$ cat config.mk
export PLATFORM = sky130hd
export DESIGN_NAME = xmt_buf
export DESIGN_NICKNAME = d
export VERILOG_FILES = /design/src/rtl/xmt_buf.sv
export SDC_FILE = /design/constraint.sdc
export NUM_CORES = 1
export LEC_CHECK = 0
export ABC_AREA = 1
export ABC_CLOCK_PERIOD_IN_PS = 3200
export BUFFER_PORTS_ARGS = -buffer_cell sky130_fd_sc_hd__buf_2
export CORE_MARGIN = 2
export CORE_UTILIZATION = 64
export DETAILED_ROUTE_END_ITERATION = 10
export PLACE_DENSITY = 0.95
export SLEW_MARGIN = 15
export SYNTH_ARGS = -nofsm -noshare
export SYNTH_HDL_FRONTEND = slang
export SYNTH_SLANG_ARGS = --single-unit
$ cat constraint.sdc
create_clock -name clk -period 3.2 [get_ports clk]
set_input_delay 0.32 -clock clk [delete_from_list [all_inputs] [get_ports clk]]
set_output_delay 0.32 -clock clk [all_outputs]
set_load 0.01 [all_outputs]
$ cat src/rtl/xmt_buf.sv
// 8N1 serial transmitter with a one-byte holding register in front of the shifter.
// A byte loaded while idle starts its frame on the following edge; further loads wait for empty.
module xmt_buf #(
  parameter int BIT_TIME = 1302
) (
  input  logic       clk,
  input  logic       reset,
  input  logic       load,
  input  logic [7:0] parallel_in,
  output logic       empty,
  output logic       serial_out
);

  localparam int CW = (BIT_TIME > 2) ? $clog2(BIT_TIME) : 1;
  localparam logic [CW-1:0] RELOAD = CW'(BIT_TIME - 1);

  typedef enum logic [1:0] {IDLE, START, DATA, STOP} state_t;

  state_t        state_q, state_d;
  logic [CW-1:0] cnt_q, cnt_d;
  logic [2:0]    idx_q, idx_d;
  logic [7:0]    shreg_q, shreg_d;
  logic [7:0]    hold_dat_q, hold_dat_d;
  logic          empty_q, empty_d;
  logic          ser_q, ser_d;
  logic          bit_end;
  logic          xfer;

  assign empty      = empty_q;
  assign serial_out = ser_q;
  assign bit_end    = (cnt_q == '0);

  always_ff @(posedge clk) begin
    if (reset) begin
      state_q    <= IDLE;
      cnt_q      <= '0;
      idx_q      <= '0;
      shreg_q    <= '0;
      hold_dat_q <= '0;
      empty_q    <= 1'b1;
      ser_q      <= 1'b1;
    end else begin
      state_q    <= state_d;
      cnt_q      <= cnt_d;
      idx_q      <= idx_d;
      shreg_q    <= shreg_d;
      hold_dat_q <= hold_dat_d;
      empty_q    <= empty_d;
      ser_q      <= ser_d;
    end
  end

  always_comb begin
    state_d    = state_q;
    cnt_d      = cnt_q;
    idx_d      = idx_q;
    shreg_d    = shreg_q;
    hold_dat_d = hold_dat_q;
    empty_d    = empty_q;
    ser_d      = ser_q;
    xfer       = 1'b0;

    case (state_q)
      IDLE: begin
        if (!empty_q) xfer = 1'b1;
      end
      START: begin
        if (bit_end) begin
          state_d = DATA;
          idx_d   = 3'd0;
          ser_d   = shreg_q[0];
          cnt_d   = RELOAD;
        end else begin
          cnt_d = cnt_q - 1'b1;
        end
      end
      DATA: begin
        if (bit_end) begin
          cnt_d = RELOAD;
          if (idx_q == 3'd7) begin
            state_d = STOP;
            ser_d   = 1'b1;
          end else begin
            idx_d   = idx_q + 3'd1;
            shreg_d = shreg_q >> 1;
            ser_d   = shreg_q[1];
          end
        end else begin
          cnt_d = cnt_q - 1'b1;
        end
      end
      STOP: begin
        if (bit_end) begin
          if (!empty_q) begin
            xfer = 1'b1;
          end else begin
            state_d = IDLE;
            ser_d   = 1'b1;
            cnt_d   = '0;
          end
        end else begin
          cnt_d = cnt_q - 1'b1;
        end
      end
      default: state_d = IDLE;
    endcase

    // Transfer needs a full holding register and load acceptance needs an empty one,
    // so the two can never collide on the same edge.
    if (xfer) begin
      state_d = START;
      ser_d   = 1'b0;
      shreg_d = hold_dat_q;
      empty_d = 1'b1;
      cnt_d   = RELOAD;
    end

    if (load && empty_q) begin
      hold_dat_d = parallel_in;
      empty_d    = 1'b0;
    end
  end

endmodule

==> impl_metrics.toml <==
[run_status]
status = "complete, no violations"

[final_layout]
multi_input_area_sq_mm = 0.00102
area_growth_pct = 6.41
diodes = 0
fill_cells = 209
nNetsFinal = 291
stdcell_count = 303
layout-drive-gt1-share = 0.125
seqCellArea_sq_um = 681
design_area_sq_mm = 0.00197

[synthesis]
synth_seq_cells = 34
yosys-top-cells-count = "nor2_1, nand2_1, dfxtp_1"
seq_area_frac_synth = 0.367
synth_edf_count = 0
syn_area_sq_mm = 0.00185
yosysTopAreaCell = "dfxtp_1"
avgSynthCellArea_sq_um = 7.19
synthCells = 258
post-synth-top-count-cell = "nor2_1"
ys.flop_type = "dfxtp_1"
yosysWarnings = 0
ys_types = 31
synth_top_area_share = 0.367
synth_fp_nets = 278
synthTopCellsByArea = "dfxtp_1, nor2_1, nand3_1"
async_reset_ff_frac = 0

[routing]
antenna_left = 0
num_vias = 1682
post_drt_wl_per_cell_microns = 12.7
drt-pass1-iter-count = 4
vias_per_cell = 5.55
drt_wl_total_microns = 3850
drcViolationCount = 0
drt_iter0_markers = 68

[global_route]
grt_pass1_wl_microns = 6370
grt_max_degree = 21
gr-usage-all-layers = 0.250
grt_overflow = 0
first_global_vias = 1517
antenna_found_initial = 0

[clocking]
clk_pin_slew_worst_paths_ns = 0.10
htreeDepth = 2
post_cts_buffers = 0
clock-root-buffer = "clkbuf_4"
clk_latency_ns = 0.35
post_cts_resized = 0
cts_tree = "done"
postCtsHoldBufs = 0
cts.path.max_buffers = 2
cts_sinks = 34
cts_made_buffers = 5

[power_and_ir_drop]
p_per_area_mw_per_mm2 = 986
intPower_w = 0.00102
ir_drop_mv = 1.04
clkPwrFrac = 0.129
p_sw_frac = 0.476
p_sw_w = 0.000926
pwr-share-comb = 0.541
p_leak_nw = 0.945
p_seq_frac = 0.330

[timing]
rsz0062_at_grt = "no"
drv_slew = 0
fin_crit_ns = 2.08
tns_ns = 0
min_period_over_period = 0.649
max_slew_margin = 0.598
clock_skew_ns = 0.00665
worst_pin_slew_ns = 0.603
max_freq_mhz = 482
hold_viol_final = 0
finalSetupViolCount = 0

[setup_path]
r2r_end = "cnt_q[3]$_SDFFE_PP0P_"
crit_path_end_kind = "register"
path_class = "reg2reg"
worstPathArrival_ns = 2.32
r2r_start = "state_q[0]$_SDFFE_PP0P_"
r2r_cells = 8
path_max_fanout = 20
crit_path_start_kind = "register"
crit_required_ns = 3.45
ff2ff_setup_slack_ns = 1.12

[placement]
dp.cells = 295
io_buffer_count = 12
postPlaceCellArea_sq_mm = 0.00191
dp_hpwl_microns = 2820
routabilityCongestion = 0.868

[floorplanning]
die-area_sq_mm = 0.00334
core_area_sq_mm = 0.00276
die_w_microns = 57.8
start_util = 0.672
std_cell_rows = 19
boundaryPins = 13
fp.dieH_microns = 57.8

[hold_path]
hold_depth = 2
hold-path-endpoint = "empty$_SDFFE_PP1P_"
hp-class = "in2reg"
min_from = "load"

[run]
drv_cap = 0
[per-stage QoR]
step / utilization / power (W) / hold slack [ns] / setup WS [ns]
6_report: 0.716 / 0.00195 / 0.186 / 1.12
5_1_grt: 0.716 / 0.00209 / 0.182 / 0.871
4_1_cts: 0.716 / 0.00193 / 0.185 / 1.14
3_5_place_dp: 0.694 / 0.00168 / 0.467 / 1.17
3_3_place_gp: 0.694 / 0.00164 / 0.452 / 1.25
2_1_floorplan: - / 0.00151 / 0.420 / 1.52
[cell families after synthesis]
logic type / synth area share
AOI/OAI and AO/OA: 0.131
xor gates and xnor gates: 0.0331
DFF: 0.367
adders and majority gates: 0.0607
buffers and inverters: 0.0843
and+or+nand+nor: 0.324
[layout by cell type (no fill, tap or decap), types with 2 or more instances in the layout]
master    netlist  routed
a211oi_1        3       3
nor2_4          3       3
nand3_1        28      28
o21ai_1         5       5
ha_1            9       9
nand4_1         2       2
clkbuf_4        0       5
nand2_1        35      35
inv_1          30      30
nand2_4         4       4
buf_2           2      12
o21ai_0        12      12
xor2_1          3       3
nand2_2         2       2
a21oi_1        15      15
xnor2_1         4       4
nor2_1         51      51
dfxtp_1        34      34
[final cells by class]
type                       count  share of cell area
sequential                    34               0.345
inverter                      31              0.0590
clock inverter                 1             0.00254
timing repair buffer          12              0.0304
multi-input combinational    187               0.516
clock buffer                   7              0.0279
tap                           31              0.0197
[critical path: stages (launching register included)]
cell and delay [ns]:
dfxtp_1 0.40, inv_1 0.12, ha_1 0.31, nor2_1 0.36, nand2_2 0.36, nand2_4 0.19
inv_1 0.09, o21ai_0 0.08, nor2_1 0.07
[registers in the layout (all words and copies together), names as in the netlist]
name / count
empty: 1
serial_out: 1
cnt_q: 11
idx_q: 3
hold_dat_q: 8
state_q: 2
shreg_q: 8
[layer usage]
metal	GRT usage	wire length (microns)	vias up
li1	-	-	856
met1	0.310	1700	760
met2	0.398	1820	53
met3	0.0737	227	13
met4	0.120	109	0
met5	0	0	-
[worst max path at each step]
| stage | startpoint | endpoint | slack [ns] | cells past startpoint |
|---|---|---|---|---|
| global placement | state_q[1]$_SDFFE_PP0P_ | shreg_q[1]$_SDFFE_PP0P_ | 1.25 | 8 |
| CTS | state_q[0]$_SDFFE_PP0P_ | cnt_q[3]$_SDFFE_PP0P_ | 1.14 | 8 |
| global route | state_q[0]$_SDFFE_PP0P_ | shreg_q[0]$_SDFFE_PP0P_ | 0.87 | 8 |
| floorplan | state_q[0]$_SDFFE_PP0P_ | shreg_q[0]$_SDFFE_PP0P_ | 1.52 | 9 |
| detailed placement | state_q[0]$_SDFFE_PP0P_ | state_q[1]$_SDFFE_PP0P_ | 1.17 | 8 |
| finish | state_q[0]$_SDFFE_PP0P_ | cnt_q[3]$_SDFFE_PP0P_ | 1.12 | 8 |
[power groups by stage]
stage | logic, W | registers, W | clock network (W)
final | 0.00105 | 0.000642 | 0.000251
after global routing | 0.00116 | 0.000655 | 0.000271
after CTS | 0.00104 | 0.000639 | 0.000251
after detailed placement | 0.00103 | 0.000644 | 0
after global placement | 0.00100 | 0.000642 | 0
after floorplan | 0.000887 | 0.000622 | 0
Power figures use the tool's default switching activity.
